$ cat src/rtl/uart_pkg.sv
// ----------------------------------------------------------------------------
// uart_pkg
//   Definitions shared by the UART transmit-side arbiter and its helpers:
//   the arbiter state encoding, the byte width and the default watchdog limit.
//   No ports (package).
// ----------------------------------------------------------------------------
package uart_pkg;

   // Width of one UART payload byte.
   localparam int BYTE_W = 8;

   // Default watchdog limit, in clk cycles, for a single byte in flight.
   localparam int DEFAULT_TIMEOUT_CYCLES = 65536;

   // Arbiter sequencing states.
   typedef enum logic [1:0] {
      IDLE      = 2'd0,
      LAUNCH    = 2'd1,
      WAIT_DONE = 2'd2,
      RELEASE   = 2'd3
   } arb_state_t;

endpackage : uart_pkg

$ cat src/rtl/uart_tx_arbiter_rr_pick.sv
// ----------------------------------------------------------------------------
// rr_pick
//   Combinational round-robin selector. Searches req upward starting at
//   rr_ptr, wrapping at NUM_REQ, and reports the first set bit.
//   Written without arbiter-specific state so a receive-side demux can
//   reuse it.
//
// Ports:
//   req     in   NUM_REQ  request vector
//   rr_ptr  in   IDX_W    index with highest priority this round
//   winner  out  IDX_W    selected index (0 when valid is low)
//   valid   out  1        at least one request bit is set
// ----------------------------------------------------------------------------
module rr_pick #(
   parameter int NUM_REQ = 4,
   parameter int IDX_W   = 2
) (
   input  logic [NUM_REQ-1:0] req,
   input  logic [IDX_W-1:0]   rr_ptr,
   output logic [IDX_W-1:0]   winner,
   output logic               valid
);

   logic [IDX_W-1:0] idx;

   // NOTE: every output of this block is assigned a default before the loop;
   // without that, paths where no bit is set would infer latches.
   always_comb begin
      valid  = 1'b0;
      winner = '0;
      idx    = '0;
      for (int i = 0; i < NUM_REQ; i++) begin
         // Modulo keeps the search inside 0..NUM_REQ-1 even when NUM_REQ is
         // not a power of two.
         idx = IDX_W'((int'(rr_ptr) + i) % NUM_REQ);
         if (!valid && req[idx]) begin
            valid  = 1'b1;
            winner = idx;
         end
      end
   end

endmodule : rr_pick

$ cat src/rtl/uart_tx_arbiter.sv
// ----------------------------------------------------------------------------
// uart_tx_arbiter
//   Shares one UART transmitter between NUM_REQ byte producers. A requester
//   is chosen round-robin, its byte is latched and the transmitter is
//   launched with a one-cycle start pulse; the transmitter's completion pulse
//   is turned into a per-requester done pulse.
//
//   Optional feature (macro UART_TX_ARB_TIMEOUT_EN): a watchdog aborts a byte
//   whose completion does not arrive within TIMEOUT_CYCLES cycles. It drops
//   tx_en for one cycle and pulses err together with done[owner]. Without
//   the macro no counter exists, err is tied low and the arbiter waits
//   indefinitely for tx_done.
//
// Ports:
//   clk       in   1          system clock
//   rst       in   1          synchronous, active-high reset
//   req       in   NUM_REQ    request level per requester, held until gnt
//   req_data  in   NUM_REQ*8  requester i byte at [8i+7:8i]
//   gnt       out  NUM_REQ    one-hot pulse: byte accepted
//   done      out  NUM_REQ    one-hot pulse: byte transmitted or aborted
//   err       out  1          pulse when the watchdog aborts a byte
//   busy      out  1          high from grant until release
//   owner     out  IDX_W      index of the current or last owner
//   tx_en     out  1          transmitter enable (low = hold in reset)
//   tx_start  out  1          one-cycle launch pulse to the transmitter
//   tx_data   out  8          byte to the transmitter, stable until release
//   tx_busy   in   1          transmitter busy flag, not used for sequencing
//   tx_done   in   1          transmitter completion pulse
// ----------------------------------------------------------------------------
module uart_tx_arbiter
   import uart_pkg::*;
#(
   parameter int NUM_REQ        = 4,
   parameter int IDX_W          = 2,
   parameter int TIMEOUT_CYCLES = DEFAULT_TIMEOUT_CYCLES
) (
   input  logic                      clk,
   input  logic                      rst,
   input  logic [NUM_REQ-1:0]        req,
   input  logic [NUM_REQ*BYTE_W-1:0] req_data,
   output logic [NUM_REQ-1:0]        gnt,
   output logic [NUM_REQ-1:0]        done,
   output logic                      err,
   output logic                      busy,
   output logic [IDX_W-1:0]          owner,
   output logic                      tx_en,
   output logic                      tx_start,
   output logic [BYTE_W-1:0]         tx_data,
   input  logic                      tx_busy,
   input  logic                      tx_done
);

   arb_state_t       state;
   logic [IDX_W-1:0] rr_ptr;
   logic [IDX_W-1:0] pick_idx;
   logic             pick_valid;
   logic [IDX_W-1:0] next_ptr;

   rr_pick #(
      .NUM_REQ (NUM_REQ),
      .IDX_W   (IDX_W)
   ) u_rr_pick (
      .req    (req),
      .rr_ptr (rr_ptr),
      .winner (pick_idx),
      .valid  (pick_valid)
   );

   // The requester just served drops to lowest priority next round.
   assign next_ptr = (owner == IDX_W'(NUM_REQ - 1)) ? '0 : owner + IDX_W'(1);

`ifdef UART_TX_ARB_TIMEOUT_EN
   localparam int CNT_W = (TIMEOUT_CYCLES > 2) ? $clog2(TIMEOUT_CYCLES) : 1;

   logic [CNT_W-1:0] wd_cnt;
   logic             err_r;
   logic             unused_in;

   assign err       = err_r;
   // The transmitter's busy flag is observed only; sequencing relies on tx_done.
   assign unused_in = tx_busy;
`else
   logic unused_in;

   assign err       = 1'b0;
   assign unused_in = tx_busy ^ (TIMEOUT_CYCLES > 0);
`endif

   // NOTE: all state and registered outputs below use non-blocking
   // assignments so every register samples pre-edge values, independent of
   // statement order.
   always_ff @(posedge clk) begin
      if (rst) begin
         state    <= IDLE;
         rr_ptr   <= '0;
         owner    <= '0;
         gnt      <= '0;
         done     <= '0;
         busy     <= 1'b0;
         tx_en    <= 1'b0;
         tx_start <= 1'b0;
         tx_data  <= '0;
`ifdef UART_TX_ARB_TIMEOUT_EN
         err_r    <= 1'b0;
         wd_cnt   <= '0;
`endif
      end else begin
         // Pulse outputs default low; tx_en stays high except on an abort.
         gnt      <= '0;
         done     <= '0;
         tx_start <= 1'b0;
         tx_en    <= 1'b1;
`ifdef UART_TX_ARB_TIMEOUT_EN
         err_r    <= 1'b0;
`endif
         case (state)
            IDLE: begin
               busy <= 1'b0;
               // Requests are sampled only here; bits rising in any other
               // state wait for the next IDLE cycle.
               if (pick_valid) begin
                  owner    <= pick_idx;
                  tx_data  <= req_data[pick_idx*BYTE_W +: BYTE_W];
                  gnt      <= NUM_REQ'(1) << pick_idx;
                  tx_start <= 1'b1;
                  busy     <= 1'b1;
                  state    <= LAUNCH;
               end
            end

            LAUNCH: begin
               // Any tx_done here belongs to an earlier frame and is ignored.
               state <= WAIT_DONE;
`ifdef UART_TX_ARB_TIMEOUT_EN
               wd_cnt <= '0;
`endif
            end

            WAIT_DONE: begin
               if (tx_done) begin
                  done  <= NUM_REQ'(1) << owner;
                  state <= RELEASE;
               end
`ifdef UART_TX_ARB_TIMEOUT_EN
               else if (wd_cnt == CNT_W'(TIMEOUT_CYCLES - 1)) begin
                  // Abort: pulse tx_en low to reset the transmitter and
                  // report the byte as finished with an error.
                  done  <= NUM_REQ'(1) << owner;
                  err_r <= 1'b1;
                  tx_en <= 1'b0;
                  state <= RELEASE;
               end else begin
                  wd_cnt <= wd_cnt + CNT_W'(1);
               end
`endif
            end

            RELEASE: begin
               rr_ptr <= next_ptr;
               busy   <= 1'b0;
               state  <= IDLE;
            end

            default: state <= IDLE;
         endcase
      end
   end

endmodule : uart_tx_arbiter
$ cat config.mk
export PLATFORM = sky130hd
export DESIGN_NAME = uart_tx_arbiter
export DESIGN_NICKNAME = d
export VERILOG_FILES = /design/src/rtl/uart_pkg.sv /design/src/rtl/uart_tx_arbiter_rr_pick.sv /design/src/rtl/uart_tx_arbiter.sv
export SDC_FILE = /design/constraint.sdc
export NUM_CORES = 1
export LEC_CHECK = 0
export ABC_CLOCK_PERIOD_IN_PS = 1700
export CORE_UTILIZATION = 37
export DETAILED_ROUTE_END_ITERATION = 10
export PLACE_DENSITY_LB_ADDON = 0.1
export SYNTH_ARGS = -nofsm -noshare
export SYNTH_HDL_FRONTEND = slang
export SYNTH_SLANG_ARGS = --single-unit
$ cat constraint.sdc
create_clock -name clk -period 1.7 [get_ports clk]
set_input_delay 0.34 -clock clk [delete_from_list [all_inputs] [get_ports clk]]
set_output_delay 0.34 -clock clk [all_outputs]
set_load 0.01 [all_outputs]
Yosys cells after proc, flatten, opt, wreduce, memory -nomap -nowiden

Index checks and enable logic that the tools add are counted.

Add/sub/neg operators: 4
Multipliers: 0
Divide/modulo/power cells: 0
Order comparisons: 4
Eq/ne operators: 6
Shift operators: 3
Muxes and demuxes: 23
Bitwise gates (word level): 4
Reductions and logical operators: 13

Operators with widths:

| operator            | number |
|---|---|
| $shiftx 32x6->8     | 1 |
| $mux 2              | 7 |
| $lt 2x3->1 const B  | 4 |
| $mux 1              | 10 |
| $bmux 1 s2          | 4 |
| $pmux 2 s4          | 1 |
| $shl 1x2->4 const A | 2 |
| $eq 2x2->1 const B  | 3 |
| $reduce_or 3->1     | 2 |
| $add 2x1->2 const B | 2 |
| $add 2x2->2 const B | 2 |
| $ne 2x2->1 const B  | 2 |
| $not 1->1           | 4 |
| $reduce_and 2->1    | 2 |
| $logic_and 1x1->1   | 3 |
| $logic_not 1->1     | 3 |
| $eq 2x1->1 const B  | 1 |
| $logic_not 2->1     | 1 |
| $pmux 1 s2          | 1 |
| $reduce_bool 2->1   | 1 |
| $reduce_or 2->1     | 1 |

Register bits after elaboration: 25
Bits in latches: 0
RAM bits: 0
ROM bits: 0
Output and inout bits: 22
Memories kept: 0

Longest topological paths before layout

Depth after elaboration: 14
Mapped depth: 7
Gate-level depth less buffers: 7

Cells and area by module

From an unflattened synthesis, not the netlist that was laid out.

Cells, all modules: 123
Area total of the unflattened synthesis: 1177.4 um2

By module, submodules not included:

| module          | times used | cells each | area each (um2) | sequential area each (um2) |
|---|---|---|---|---|
| uart_tx_arbiter | 1          | 108        | 1099.8          | 500.5 |
| rr_pick         | 1          | 15         | 77.6            | 0.0 |

Worst setup path after synthesis

No wires, ideal clock.

Path kind: register to register
From: register state[0]
To: register tx_data[4]
Setup time: 82 ps
Arrival time: 1448 ps
Required time: 1618 ps
Slack: 169 ps
Cell stages (with the launch flop): 8
Cell sequence: dfxtp_1 inv_1 ha_1 o41ai_4 nor2_2 o21ai_2 or3b_1 o221ai_1

Word-level cells in the longest chain between the ends: 2

Ends and longest elaborated chain:

| item                       | line                   | source |
|---|---|---|
| start, declared            | uart_tx_arbiter.sv:53  | `arb_state_t state;` |
| start signal, assigned     | uart_tx_arbiter.sv:94  | `state <= IDLE;` |
| start signal, assigned     | uart_tx_arbiter.sv:127 | `state <= LAUNCH;` |
| start signal, assigned     | uart_tx_arbiter.sv:133 | `state <= WAIT_DONE;` |
| $logic_not 2->1            | uart_tx_arbiter.sv:116 | `case (state)` |
| $reduce_and 2->1 (no line) | -                      |  |
| end signal, assigned       | uart_tx_arbiter.sv:123 | `tx_data <= req_data[pick_idx*BYTE_W +: BYTE_W];` |
| end, declared              | uart_tx_arbiter.sv:48  | `output logic [BYTE_W-1:0] tx_data,` |

No other way between the ends.
A chain may end at the register's enable or synchronous reset.

Final worst setup path

From: register rr_ptr[1]
To: register tx_data[3]

Word-level cells in the longest chain between the ends: 13

Ends and longest elaborated chain:

| item                                                 | line                   | source |
|---|---|---|
| start, declared                                      | uart_tx_arbiter.sv:54  | `logic [IDX_W-1:0] rr_ptr;` |
| start signal, assigned                               | uart_tx_arbiter.sv:159 | `rr_ptr <= next_ptr;` |
| branches (longest 13 deep; another with $add 2x1->2) | -                      |  |

Several ways; the timed one is not identified. The select of a mux whose other input is x is not followed.

==> metrics.yaml <==
final_layout:
  layout-drive-gt1-share_pct: 17.0
  num_antenna_cells: 0
  fin_nets: 245
  area.growth.synth_to_final_pct: 68.2
sta:
  timing_max_transition_violations_final: 0
  finalSetupViolCount: 0
  timing.final.hold_violations: 0
  finalCritPeriodShare_pct: 97.2
  clock-skew-final_ns: 0.00481
  fmax_mhz: 605
  totalNegativeSetupSlack_ns: 0
  finalWorstPathRequiredPeriod_ns: 1.65
synthesis:
  synth-edff-count: 0
  commonest_cells_in_the_netlist: "25 x dfxtp_1, 18 x mux2i_1, 14 x nor2_1"
  synthFlopType: "dfxtp_1"
  netlist-cell-type-count: 33
  synth_top_cells_by_area: "dfxtp_1 42%, mux2i_1 15%, o221ai_1 5.8%"
  synthesis.instances: 124
  ys_async_rst_share_pct: 0
  netlist.top_cell.by_area: "dfxtp_1"
  synthesis.yosys.warnings: 0
  mapped_nets: 168
  yosys.cell_count.top_type: "dfxtp_1"
  synth.ff_latch_count: 25
  part_of_the_yosys_area_used_for_sequential_elements_pct: 41.7
  synthesis.area_per_instance_um2: 9.68
  area_fraction_of_the_dominant_cell_type_after_synthesis_pct: 41.7
  syn_area_um2: 1200
clock_network:
  clock_tree.root_cell: "clkbuf_4"
  clk-insertion-delay-late_ns: 0.31
  path_clk_slew_ns: 0.14
  hold_buffers: 0
  clkSinkCount: 25
  cts_htree_levels: 1
  cts-buffers-inserted: 3
  tritoncts_clock_tree: "done"
  clock_tree.buffer_depth: 2
flow_run:
  cap_viol_max_count: 0
detailed_routing:
  drt_wl_total_um: 3140
  detail_route.drc_violations: 0
  detail_route.iter0.violations: 38
  drt-vias-per-instance: 4.90
  ant_nets: 0
  via_count: 1196
  drtPass1Iterations: 4
  wl_per_cell_um: 12.8
placed_design:
  io_buffer_count: 59
  routability_cong: 0.803
  dp.final_hpwl_um: 2290
worst_setup_path:
  critical-path-slowest-cell: "dfxtp_4"
  cp.buffers_inverters: 2
  worst-path-max-fanout: 8
  required_time_of_the_critical_path_ns: 1.89
  critPathLaunchType: "register"
  critical_path_cell_list: "mux2i_2 > o22ai_1 > nor2_2 > buf_4 > clkbuf_16 > mux2i_1 > o221ai_1"
  arrival_ns: 1.84
  worst_path_dominant_cell_family: "multiplexers"
  endpoint_kind: "register"
  critical_path_start_end_classification: "register to register"
  cp_slowest_stage_delay_ns: 0.40
floorplan:
  chipWidth_um: 58.9
  die_h_um: 58.9
  design.core.area_um2: 3050
  initial_utilization_pct: 39.3
  fp-row-count: 20
  pin_count: 62
  dieArea_um2: 3470
global_route:
  grt_max_degree: 17
  grt_antenna_before_repair: 0
  global_route.overflow_total: 0
  grtUsageTotal_pct: 17.6
  grt_first_pass_wirelength_um: 4700
  first_global_vias: 1097
pwr:
  power_density_nw_per_um2: 1060
  report.power.total_mw: 2.15
  static-leakage-power_nw: 0.849
  peakVddDrop_mv: 0.599
min_path:
  class_of_the_most_critical_hold_timing_path: "register to register"
status:
  run_status: "finished clean"
## what timing repair did
item,CTS,global route
gates resized for setup,2,7
gates cloned,0,1
buffers inserted,1,1
setup endpoints to repair,8,10
pin swaps,1,2
## metal layers
| metal | global-route usage, % | routed length [um] | vias up |
|---|---|---|---|
| met2 | 33.4 | 1670 | 36 |
| met1 | 20.5 | 1320 | 567 |
| met4 | 3.74 | 19 | 0 |
| li1 | - | - | 591 |
| met5 | 0 | 0 | - |
| met3 | 2.86 | 125 | 2 |
## cells in the final DEF, fill, tap and decap left out, types with 3 or more instances in the layout
cell,count
mux2i_1,17
nor3_1,3
o221ai_1,8
dfxtp_1,23
buf_4,17
nand2_1,11
a21oi_1,7
ha_1,3
inv_1,6
clkdlybuf4s50_1,55
clkbuf_4,3
nor2_1,13
## sequential cells by signal, indices dropped and copies added, names as in the netlist
signal,cells
owner,2
tx_data,8
rr_ptr,2
state,2
tx_en,1
busy,1
done,4
tx_start,1
gnt,4
## stage by stage
step           hold slack (ns)  util [%]  setup WS (ns)  cell area, um^2  instances
2_1_floorplan            0.499         -          0.169             1200        124
3_3_place_gp             0.443      63.4         -0.322             1940        237
3_5_place_dp             0.455      63.4         -0.402             1940        237
4_1_cts                  0.489      64.5        0.00729             1970        242
5_1_grt                  0.514      66.1        -0.0253             2020        244
6_report                 0.488      66.1         0.0477             2020        244
## cell type report
class / instances / area, um^2
well taps: 44 / 55.1
clock inverters: 1 / 5.00
repair buffers: 78 / 766
flip-flops and latches: 25 / 505
clock buffers: 3 / 22.5
fillers: 260 / 1030
inverters: 6 / 22.5
multi-input cells: 87 / 642
## power breakdown
| group | internal [mW] | switching, mW |
|---|---|---|
| combinational | 0.621 | 0.455 |
| sequential | 0.727 | 0.0818 |
| clock | 0.0877 | 0.177 |
## worst paths after layout
kind / cells past startpoint / end / slack [ns] / startpoint
max: 7 / tx_data[3]$_SDFFE_PP0P_ / 0.05 / rr_ptr[1]$_SDFFE_PP0N_
min: 2 / tx_data[7]$_SDFFE_PP0P_ / 0.49 / tx_data[7]$_SDFFE_PP0P_
max reg2reg: 7 / tx_data[3]$_SDFFE_PP0P_ / 0.05 / rr_ptr[1]$_SDFFE_PP0N_
min reg2reg: 2 / tx_data[7]$_SDFFE_PP0P_ / 0.49 / tx_data[7]$_SDFFE_PP0P_
## worst min-delay path: stages (launching register included)
cell	delay (ns)
dfxtp_1	0.36
nand2_1	0.05
o221ai_1	0.06
## kinds of logic after synthesis
kind of cell / synth area share (%)
mux: 15.0
fa+ha+maj: 4.17
other cells: 0.313
simple gates: 18.0
buf+inv: 5.53
compound gates: 15.2
flops: 41.7
Power figures use the tool's default switching activity.
